### config.mk
export PLATFORM = sky130hd
export DESIGN_NAME = mole_responder
export DESIGN_NICKNAME = d
export VERILOG_FILES = /design/src/rtl/mole_pkg.sv /design/src/rtl/mole_responder_lfsr16.sv /design/src/rtl/mole_responder.sv
export SDC_FILE = /design/constraint.sdc
export NUM_CORES = 1
export LEC_CHECK = 0
export BUFFER_PORTS_ARGS = -buffer_cell sky130_fd_sc_hd__buf_2
export CORE_ASPECT_RATIO = 0.9
export CORE_MARGIN = 5
export CORE_UTILIZATION = 50
export DETAILED_ROUTE_END_ITERATION = 10
export PLACE_DENSITY = 0.65
export SLEW_MARGIN = 20
export SYNTH_ARGS = -nofsm -noshare
export SYNTH_HDL_FRONTEND = slang
export SYNTH_SLANG_ARGS = --single-unit
export TNS_END_PERCENT = 5
### constraint.sdc
create_clock -name clk -period 2.85 [get_ports clk]
set_input_delay 0.57 -clock clk [delete_from_list [all_inputs] [get_ports clk]]
set_output_delay 0.57 -clock clk [all_outputs]
set_load 0.01 [all_outputs]
### src/rtl/mole_pkg.sv
// Shared types and constants for the mole responder: FSM states, LFSR taps, default windows.
// Pure declarations, so there is no latency and no backpressure.
package mole_pkg;

  typedef enum logic [2:0] {
    ST_IDLE,
    ST_PICK,
    ST_GRANT,
    ST_WINDOW,
    ST_EXPIRED
  } mole_state_t;

  // Right-shift Galois mask for x^16 + x^14 + x^13 + x^11 + 1
  localparam logic [15:0] LFSR_TAPS = 16'hB400;

  localparam int DEF_WINDOW_EASY = 75_000_000;
  localparam int DEF_WINDOW_HARD = 25_000_000;
  localparam int DEF_SHRINK_STEP = 1_000_000;
  localparam int DEF_WINDOW_MIN  = 10_000_000;

endpackage

### src/rtl/mole_responder_lfsr16.sv
// Free-running 16-bit Galois LFSR that advances every cycle and restarts from seed on reset.
// Latency: the new value appears one cycle after each step; there is no backpressure.
module lfsr16
  import mole_pkg::*;
(
  input  logic        clk,
  input  logic        reset,
  input  logic [15:0] seed,
  output logic [15:0] q
);

  always_ff @(posedge clk) begin
    if (reset) begin
      q <= seed;
    end else begin
      q <= {1'b0, q[15:1]} ^ (q[0] ? LFSR_TAPS : 16'h0000);
    end
  end

endmodule

### src/rtl/mole_responder.sv
// Picks a non-repeating mole on ready_for_mole, gives rng_ready two cycles later, then holds timeout while the window runs.
// No backpressure: the game FSM's levels drive everything. SHRINK_WINDOW_EN makes each level's window shrink after every mole.
module mole_responder
  import mole_pkg::*;
#(
  parameter int          N_MOLES     = 8,
  parameter int          WINDOW_EASY = DEF_WINDOW_EASY,
  parameter int          WINDOW_HARD = DEF_WINDOW_HARD,
  parameter logic [15:0] LFSR_SEED   = 16'hACE1
`ifdef SHRINK_WINDOW_EN
  ,
  parameter int          SHRINK_STEP = DEF_SHRINK_STEP,
  parameter int          WINDOW_MIN  = DEF_WINDOW_MIN
`endif
) (
  input  logic                       clk,
  input  logic                       reset,
  input  logic                       ready_for_mole,
  input  logic                       timeout_start,
  input  logic                       level_select,
  output logic                       rng_ready,
  output logic                       timeout,
  output logic [$clog2(N_MOLES)-1:0] mole_idx,
  output logic [N_MOLES-1:0]         mole_onehot
);

  localparam int IW   = $clog2(N_MOLES);
  localparam int WMAX = (WINDOW_EASY > WINDOW_HARD) ? WINDOW_EASY : WINDOW_HARD;
  localparam int CW   = $clog2(WMAX + 1);

  mole_state_t   state, state_nxt;
  logic [15:0]   lfsr;
  logic [IW-1:0] cand;
  logic [CW-1:0] counter;
  logic [CW-1:0] win_load;
  logic          have_last;
  logic          leds_on;
  logic          lfsr_unused;

  lfsr16 u_lfsr (
    .clk   (clk),
    .reset (reset),
    .seed  (LFSR_SEED),
    .q     (lfsr)
  );

  // Only the low bits pick the mole; the rest of the LFSR just supplies the sequence.
  assign lfsr_unused = ^lfsr[15:IW];

  always_comb begin
    cand = lfsr[IW-1:0];
    if (have_last && cand == mole_idx) begin
      cand = cand + 1'b1;
    end
  end

`ifdef SHRINK_WINDOW_EN
  logic [CW-1:0] cur_win_easy, cur_win_hard;
  logic          pick_hard;

  function automatic logic [CW-1:0] shrink(input logic [CW-1:0] w);
    if (int'(w) >= WINDOW_MIN + SHRINK_STEP) begin
      return w - CW'(SHRINK_STEP);
    end
    return CW'(WINDOW_MIN);
  endfunction

  assign win_load = level_select ? cur_win_hard : cur_win_easy;

  always_ff @(posedge clk) begin
    if (reset) begin
      cur_win_easy <= CW'(WINDOW_EASY);
      cur_win_hard <= CW'(WINDOW_HARD);
      pick_hard    <= 1'b0;
    end else begin
      if (state == ST_PICK) begin
        pick_hard <= level_select;
      end
      if (state == ST_GRANT) begin
        if (pick_hard) begin
          cur_win_hard <= shrink(cur_win_hard);
        end else begin
          cur_win_easy <= shrink(cur_win_easy);
        end
      end
    end
  end
`else
  assign win_load = level_select ? CW'(WINDOW_HARD) : CW'(WINDOW_EASY);
`endif

  always_ff @(posedge clk) begin
    if (reset) begin
      state <= ST_IDLE;
    end else begin
      state <= state_nxt;
    end
  end

  always_comb begin
    state_nxt = state;
    rng_ready = 1'b0;
    timeout   = 1'b0;
    leds_on   = 1'b0;
    case (state)
      ST_IDLE: begin
        if (ready_for_mole) begin
          state_nxt = ST_PICK;
        end
      end
      ST_PICK: begin
        state_nxt = ST_GRANT;
      end
      ST_GRANT: begin
        rng_ready = 1'b1;
        timeout   = 1'b1;
        leds_on   = 1'b1;
        state_nxt = ST_WINDOW;
      end
      ST_WINDOW: begin
        timeout = 1'b1;
        leds_on = 1'b1;
        if (!timeout_start) begin
          state_nxt = ST_IDLE;
        end else if (counter == CW'(1)) begin
          state_nxt = ST_EXPIRED;
        end
      end
      ST_EXPIRED: begin
        leds_on = 1'b1;
        if (!timeout_start) begin
          state_nxt = ST_IDLE;
        end
      end
      default: begin
        state_nxt = ST_IDLE;
      end
    endcase
  end

  // Counter holds the remaining WINDOW cycles including the current one.
  always_ff @(posedge clk) begin
    if (reset) begin
      mole_idx  <= '0;
      have_last <= 1'b0;
      counter   <= '0;
    end else begin
      case (state)
        ST_PICK: begin
          mole_idx  <= cand;
          have_last <= 1'b1;
          counter   <= win_load;
        end
        ST_WINDOW: begin
          if (timeout_start) begin
            counter <= counter - CW'(1);
          end
        end
        default: begin
        end
      endcase
    end
  end

  assign mole_onehot = leds_on ? ({{(N_MOLES-1){1'b0}}, 1'b1} << mole_idx) : '0;

endmodule
# Yosys cells after proc, flatten, opt, wreduce, memory -nomap -nowiden

Index checks and enable logic that the tools add are counted.
Widths: inputs -> output; s select.

Bits in writable memories: 0
Output and inout bits: 13
Register bits: 50
Memory bits (read-only): 0
Logic and storage cells: 40
Memories kept: 0
Latch bits: 0
Input bits: 5

Bitwise operators: 1
Eq/ne operators: 10
Reductions and logical operators: 7
$lt $le $gt $ge: 0
Add/subtract/negate cells: 2
Shift operators: 1
Divide/modulo/power cells: 0
Multipliers: 0
Multiplexer cells: 14

Operator list:

| cell                  | count |
|---|---|
| $mux 27               | 2 |
| $pmux 27 s2           | 1 |
| $eq 27x1->1 const B   | 1 |
| $sub 27x1->27 const B | 1 |
| $mux 16               | 1 |
| $xor 15x16->16        | 1 |
| $mux 3                | 5 |
| $pmux 3 s5            | 1 |
| $mux 8                | 1 |
| $shl 1x3->8 const A   | 1 |
| $eq 3x2->1 const B    | 2 |
| $ne 2x2->1 const B    | 3 |
| $add 3x1->3 const B   | 1 |
| $eq 3x1->1 const B    | 1 |
| $eq 3x3->1            | 1 |
| $eq 3x3->1 const B    | 1 |
| $logic_not 3->1       | 1 |
| $mux 1                | 3 |
| $ne 3x3->1 const B    | 1 |
| $reduce_and 3->1      | 1 |
| $reduce_or 3->1       | 1 |
| $reduce_and 2->1      | 1 |
| $reduce_bool 2->1     | 1 |
| $reduce_or 2->1       | 1 |
| $logic_and 1x1->1     | 1 |

# Longest topological paths before layout

Gate-level depths: netlist of the first run.

Word-level depth: 4
Mapped depth: 6
Gate-level depth less buffers: 6

# Hierarchy

From an unflattened synthesis of the first run, not the netlist that was laid out.

Cells, all modules: 273
Area, all modules: 2444.8 um^2

By module, submodules not included:

| module         | seq. area each (um^2) | area an instance (um^2) | cells an instance | instances |
|---|---|---|---|---|
| mole_responder | 680.7                 | 1884.3                  | 233               | 1 |
| lfsr16         | 320.3                 | 560.5                   | 40                | 1 |

# Worst setup path after synthesis of the first run

OpenSTA, ideal clock, no wires.

Path kind: register to output
From: register state[1]
To: output mole_onehot[4]
Path buffers: 1
Arrival time: 1389 ps
Cell stages (with the launch flop): 5
Required time: 2280 ps
Setup slack: 891 ps
Cell sequence: dfxtp_1 > clkbuf_1 > nor2b_1 > o21ai_0 > nor3_1

Cells in the longest elaborated chain, start to end: 4
Elaborated cells on any way between the ends: 6
Those cells by class: 3 x eq/ne; 2 x mux; 1 x reduce/logical

RTL lines:

| item                                            | line                  | RTL |
|---|---|---|
| from (decl)                                     | mole_responder.sv:31  | `mole_state_t state, state_nxt;` |
| from (signal assigned)                          | mole_responder.sv:96  | `state <= state_nxt;` |
| $eq 3x2->1 / $eq 3x3->1 (equally long branches) | mole_responder.sv:105 | `case (state)` |
| $reduce_or 3->1 (no source line) *              | n/a                   |  |
| $mux 1 *                                        | mole_responder.sv:105 |  |
| $mux 8 *                                        | mole_responder.sv:165 | `assign mole_onehot = leds_on ? ({{(N_MOLES-1){1'b0}}, 1'b1} << mole_idx) : '0;` |
| to (decl)                                       | mole_responder.sv:24  | `output logic [N_MOLES-1:0] mole_onehot` |

Mark *: on every way between the ends. The rest lies on a longest branch, timed or not.

# Worst setup path after layout of the first run

From: register state[2]
To: output mole_onehot[4]

The elaborated chain is that of the path after synthesis.

==> results.json, run 1 <==
{
  "status": "completed",
  "cts_buffer_depth": 2,
  "vias": 1989,
  "fp.dieW_um": 83.07,
  "cellPowerDensity_nw_per_um2": 690.3,
  "fin_skew_ns": 0.008926,
  "grt_pass1_wl_um": 8493,
  "r2r_slack_ns": 0.72,
  "nets": 288,
  "yosys_most_used_dff": "dfxtp_1",
  "required_ns": 2.28,
  "diodes": 0,
  "cts-hold-fix-buffers": 0,
  "setup_violations": 0,
  "antenna_found_initial": 0,
  "crit_path_end_kind": "primary output",
  "ir_worst_vdd_v": 0.0002939,
  "drt-pass1-iter-count": 4,
  "grt_pass1_vias": 1793,
  "syn_area_um2": 2402,
  "tightest_slew_ns": 0.8136,
  "yosysMostFrequentCell": "dfxtp_1",
  "grt_use_total_pct": 16.98,
  "leakagePower_nw": 0.9983,
  "r2r_end": "counter[20]",
  "post_cts_buffers": 0,
  "first_iter_violations": 124,
  "final_antenna_net_count": 0,
  "synth-seq-cells": 50,
  "root_buffer": "clkbuf_8",
  "hpwl_um": 3512,
  "synth_top_area_share_pct": 41.67,
  "core_um2": 4745,
  "tns_ns": 0,
  "slowest_delay_ns": 0.49,
  "rsz0062_at_grt": "false",
  "r2r_start": "counter[4]",
  "ios": 18,
  "globalplace.congestion": 0.7862,
  "seq_area_frac_synth_pct": 41.67,
  "place_ws_ns": 0.6357,
  "worstPathCellList": "nor3b_1, o21ai_0, nor3_1, buf_2",
  "crit_end": "mole_onehot[4]",
  "cpLargestDelayFamily": "simple AND/OR/NAND/NOR gates",
  "dp.cells": 338,
  "tritoncts": "done",
  "ys_top_cells_by_count": "50 x dfxtp_1, 25 x nor2_1, 15 x a21oi_1",
  "arrival_ns": 1.73,
  "drv_slew": 0,
  "overflow": 0,
  "critical_path_buf_inv_count": 1,
  "wl_per_cell_um": 14.79,
  "ys_top_cells_by_area": "dfxtp_1 42%, or4_1 4.4%, o31ai_1 4.1%, nor2_1 3.9%, a21oi_1 3.1%",
  "yosys_warnings": 0,
  "cp.depth": 4,
  "grt_max_degree": 34,
  "viasPerCell": 5.749,
  "r2r_cells": 5,
  "hold_class": "reg -> reg",
  "die_y_um": 75.76,
  "drive_above_1_share_pct": 16.73,
  "cts_num_sinks": 50,
  "io_buffers": 17,
  "synth_edf_count": 0,
  "clk_latency_ns": 0.31,
  "fin_crit_ns": 2.298,
  "yosys.cell_types.count": 44,
  "avgSynthCellArea_um2": 8.997,
  "die-area_um2": 6293,
  "route.detailed.drc": 0,
  "syn-num-nets": 275,
  "fin_cells": 346,
  "area_growth_pct": 10.16,
  "async_flop_share_pct": 0,
  "finalHoldViolCount": 0,
  "cts.repair.resized": 0,
  "worstSetupPathType": "reg -> out",
  "start_kind": "flip-flop",
  "maxSlewHeadroom_pct": 45.64,
  "clk_pin_slew_ns": 0.09,
  "drv_cap": 0,
  "slowest_stage": "dfxtp_1",
  "timing.critical_path.from": "state[2]",
  "wl_um": 5118,
  "cp_max_fo": 10,
  "synth_top_area_cell": "dfxtp_1",
  "numCtsBuffers": 5,
  "rows": 24,
  "max_freq_mhz": 435.2,
  "synth_cells": 267,
  "start_util_pct": 50.63,
  "cts.htree.levels": 2,
  "worst_slack_ns": 0.5520,
  "finalCritPeriodShare_pct": 80.63
}
==> cells in the final DEF, fill, tap and decap left out, types with 7 or more instances in the layout <==
cell	instances
a21oi_1	15
a31oi_1	11
buf_2	17
dfxtp_1	50
nand2_1	9
nand4_1	7
nor2_1	25
nor2b_1	10
o21ai_0	9
o31ai_1	13
or2_2	10
or3_1	7
or4_1	14
==> cells by family after synthesis <==
group / share of synthesized area [%]
XOR/XNOR: 4.375
AO/OA/AOI/OAI: 16.98
adder cells (fa/ha/maj): 1.563
flip-flops: 41.67
multiplexers: 0.4167
AND/OR/NAND/NOR: 30.94
buffers and inverters: 4.062
==> final cells by class <==
class                      count  area [µm²]
clock inverter                 3       68.82
timing repair buffer          20       107.6
fill                         466        2098
tap                           65       81.33
sequential                    50        1001
multi-input combinational    199        1304
clock buffer                   5       68.82
inverter                       4       15.01
==> sequential cells by signal, indices dropped and copies added, names as in the netlist <==
name       count
u_lfsr.q      16
counter       27
mole_idx       3
have_last      1
state          3
==> how the worst min path moves through the flow <==
| stage | startpoint | endpoint | slack (ns) | cells after the start |
|---|---|---|---|---|
| final | u_lfsr.q[6] | u_lfsr.q[5] | 0.42 | 1 |
| after floorplan | u_lfsr.q[12] | u_lfsr.q[11] | 0.39 | 1 |
| after detailed placement | u_lfsr.q[6] | u_lfsr.q[5] | 0.39 | 1 |
| after CTS | u_lfsr.q[6] | u_lfsr.q[5] | 0.42 | 1 |
| after global routing | u_lfsr.q[12] | u_lfsr.q[11] | 0.44 | 1 |
| after global placement | u_lfsr.q[12] | u_lfsr.q[11] | 0.39 | 1 |
==> worst reg2reg max path: cells and delay by family, from the launching register on <==
family                 cells  cell delay (ns)
AOI/OAI and AO/OA          1             0.17
buffers and inverters      1             0.19
DFF                        1             0.38
and+or+nand+nor            3             1.32
==> through the flow <==
step | hold WS, ns | power, mW | instance area [µm²] | util [%]
floorplan | 0.3895 | 1.147 | 2402 | -
global placement | 0.3904 | 1.234 | 2509 | 52.87
detailed placement | 0.3950 | 1.240 | 2509 | 52.87
CTS | 0.4183 | 1.837 | 2646 | 55.78
global route | 0.4378 | 1.923 | 2646 | 55.78
finish | 0.4153 | 1.827 | 2646 | 55.78
==> routing by layer <==
layer	share of wire [%]	up-vias	GRT usage, %	routed length (µm)
li1	-	1025	-	-
met4	2.1	0	8.167	106
met1	48	911	22.70	2455
met3	5.4	9	3.459	274
met2	45	44	26.69	2281
met5	0	-	0	0
==> where the power goes <==
| part | total [mW] | internal (mW) | switching, mW | leakage, nW |
|---|---|---|---|---|
| registers | 0.837 | 0.761 | 0.0755 | 0.412 |
| clock network | 0.598 | 0.352 | 0.247 | 0.0683 |
| logic | 0.391 | 0.164 | 0.227 | 0.518 |
No activity file was read; power rests on OpenSTA's default activity.
==> inputs of run 2 (changes only) <==
==> constraint.sdc (replaced) <==
create_clock -name clk -period 2.35 [get_ports clk]
set_input_delay 0.47 -clock clk [delete_from_list [all_inputs] [get_ports clk]]
set_output_delay 0.47 -clock clk [all_outputs]
set_load 0.01 [all_outputs]
==> results.json, run 2 (synthesized netlist as in run 1, its figures left out) <==
{
  "cts_num_sinks": 50,
  "cp_max_fo": 12,
  "fin_skew_ns": 0.01244,
  "slowest_stage": "dfxtp_1",
  "wl_um": 5111,
  "first_iter_violations": 97,
  "cpLargestDelayFamily": "flip-flops",
  "ios": 18,
  "drive_above_1_share_pct": 18.25,
  "nets": 292,
  "route.detailed.drc": 0,
  "ir_worst_vdd_v": 0.0003195,
  "grt_pass1_vias": 1684,
  "io_buffers": 17,
  "overflow": 0,
  "largest-register": "counter",
  "clk_latency_ns": 0.31,
  "finalCritPeriodShare_pct": 90.40,
  "die_y_um": 75.76,
  "area_growth_pct": 9.948,
  "required_ns": 1.88,
  "cts_buffer_depth": 2,
  "rows": 24,
  "globalplace.congestion": 0.8351,
  "grt_max_degree": 34,
  "tns_ns": 0,
  "leakagePower_nw": 1.001,
  "largest_reg_flops": 27,
  "fin_crit_ns": 2.124,
  "tritoncts": "done",
  "worst_slack_ns": 0.2255,
  "slowest_delay_ns": 0.54,
  "final_common_cell": "dfxtp_1",
  "start_util_pct": 50.63,
  "hpwl_um": 3509,
  "maxSlewHeadroom_pct": 66.23,
  "cts.htree.levels": 2,
  "core_um2": 4745,
  "fp.dieW_um": 83.07,
  "place_ws_ns": 0.2435,
  "drv_slew": 0,
  "fillers": 459,
  "final_cell_mix": "50 x dfxtp_1, 25 x nor2_1, 17 x buf_2",
  "worstSetupPathType": "reg -> out",
  "clk_pin_slew_ns": 0.10,
  "wl_per_cell_um": 14.60,
  "status": "completed",
  "start_kind": "flip-flop",
  "diodes": 0,
  "grt_use_total_pct": 16.38,
  "crit_path_end_kind": "primary output",
  "hold_class": "reg -> reg",
  "drt-pass1-iter-count": 4,
  "arrival_ns": 1.65,
  "tightest_slew_ns": 0.5028,
  "antenna_found_initial": 0,
  "drv_cap": 0,
  "root_buffer": "clkbuf_8",
  "numCtsBuffers": 5,
  "finalHoldViolCount": 0,
  "die-area_um2": 6293,
  "max_freq_mhz": 470.7,
  "worstPathCellList": "nor2b_1, o21ai_0, nor3_1, buf_2",
  "final_antenna_net_count": 0,
  "top_regs": "counter x27, u_lfsr.q x16",
  "cellPowerDensity_nw_per_um2": 773.9,
  "critical_path_buf_inv_count": 1,
  "viasPerCell": 5.737,
  "vias": 2008,
  "rsz0062_at_grt": "false",
  "grt_pass1_wl_um": 8252,
  "setup_violations": 0
}
run 2: cell types whose count changed in the layout (fill, tap and decap cells not counted):
cell,delta
bufinv_16,-2
clkinv_4,+1
inv_8,+1
buf_4,+4
nor3b_1,-1
nor3b_2,+1
run 2: worst reg2reg max path: stages, from the launching register on:
cell     delay (ns)
dfxtp_1        0.39
nor4_4         0.42
or4b_4         0.56
or4_1          0.48
a31oi_1        0.16
run 2: final cells by class:
class / instances / area [µm²] / share of cell area [%]
clock buffer: 5 / 68.82 / 2.605
clock inverter: 3 / 28.78 / 1.090
inverter: 4 / 15.01 / 0.5685
multi-input combinational: 199 / 1309 / 49.55
sequential: 50 / 1001 / 37.90
tap: 65 / 81.33 / 3.079
timing repair buffer: 24 / 137.6 / 5.211
run 2: per-layer routing:
| layer | GRT usage, % | wire length (µm) |
|---|---|---|
| met1 | 22.99 | 2642 |
| met3 | 3.784 | 235 |
| met2 | 24.64 | 2182 |
| met4 | 6.352 | 51 |
| met5 | 0 | 0 |
run 2: final timing paths:
path	endpoint	start	cells past startpoint	slack [ns]
max	mole_onehot[4]	state[1]	4	0.23
min	u_lfsr.q[7]	u_lfsr.q[8]	1	0.42
max reg2reg	counter[26]	counter[8]	4	0.29
min reg2reg	u_lfsr.q[7]	u_lfsr.q[8]	1	0.42
run 2: what timing repair did:
action                                  CTS  global route
hold buffers                              0             0
setup buffers                             0             0
endpoints found under the setup margin    0             1
gates resized for setup                   0             1
run 2: where the power goes:
part | total, mW | switching [mW] | internal [mW] | leakage, nW
logic | 0.493 | 0.283 | 0.210 | 0.539
registers | 1.01 | 0.0910 | 0.923 | 0.412
clock network | 0.537 | 0.315 | 0.221 | 0.0502
total | 2.04 | 0.689 | 1.35 | 1.00
run 2: per-stage QoR:
stage                     utilization [%]  hold slack (ns)  power [mW]  area [µm²]  std cells
after floorplan                         -           0.3895       1.391        2402        267
after global placement              53.51           0.3921       1.512        2539        342
after detailed placement            53.51           0.3928       1.520        2539        342
after CTS                           55.56           0.4186       2.058        2636        350
after global routing                55.67           0.4261       2.167        2641        350
final                               55.67           0.4197       2.044        2641        350
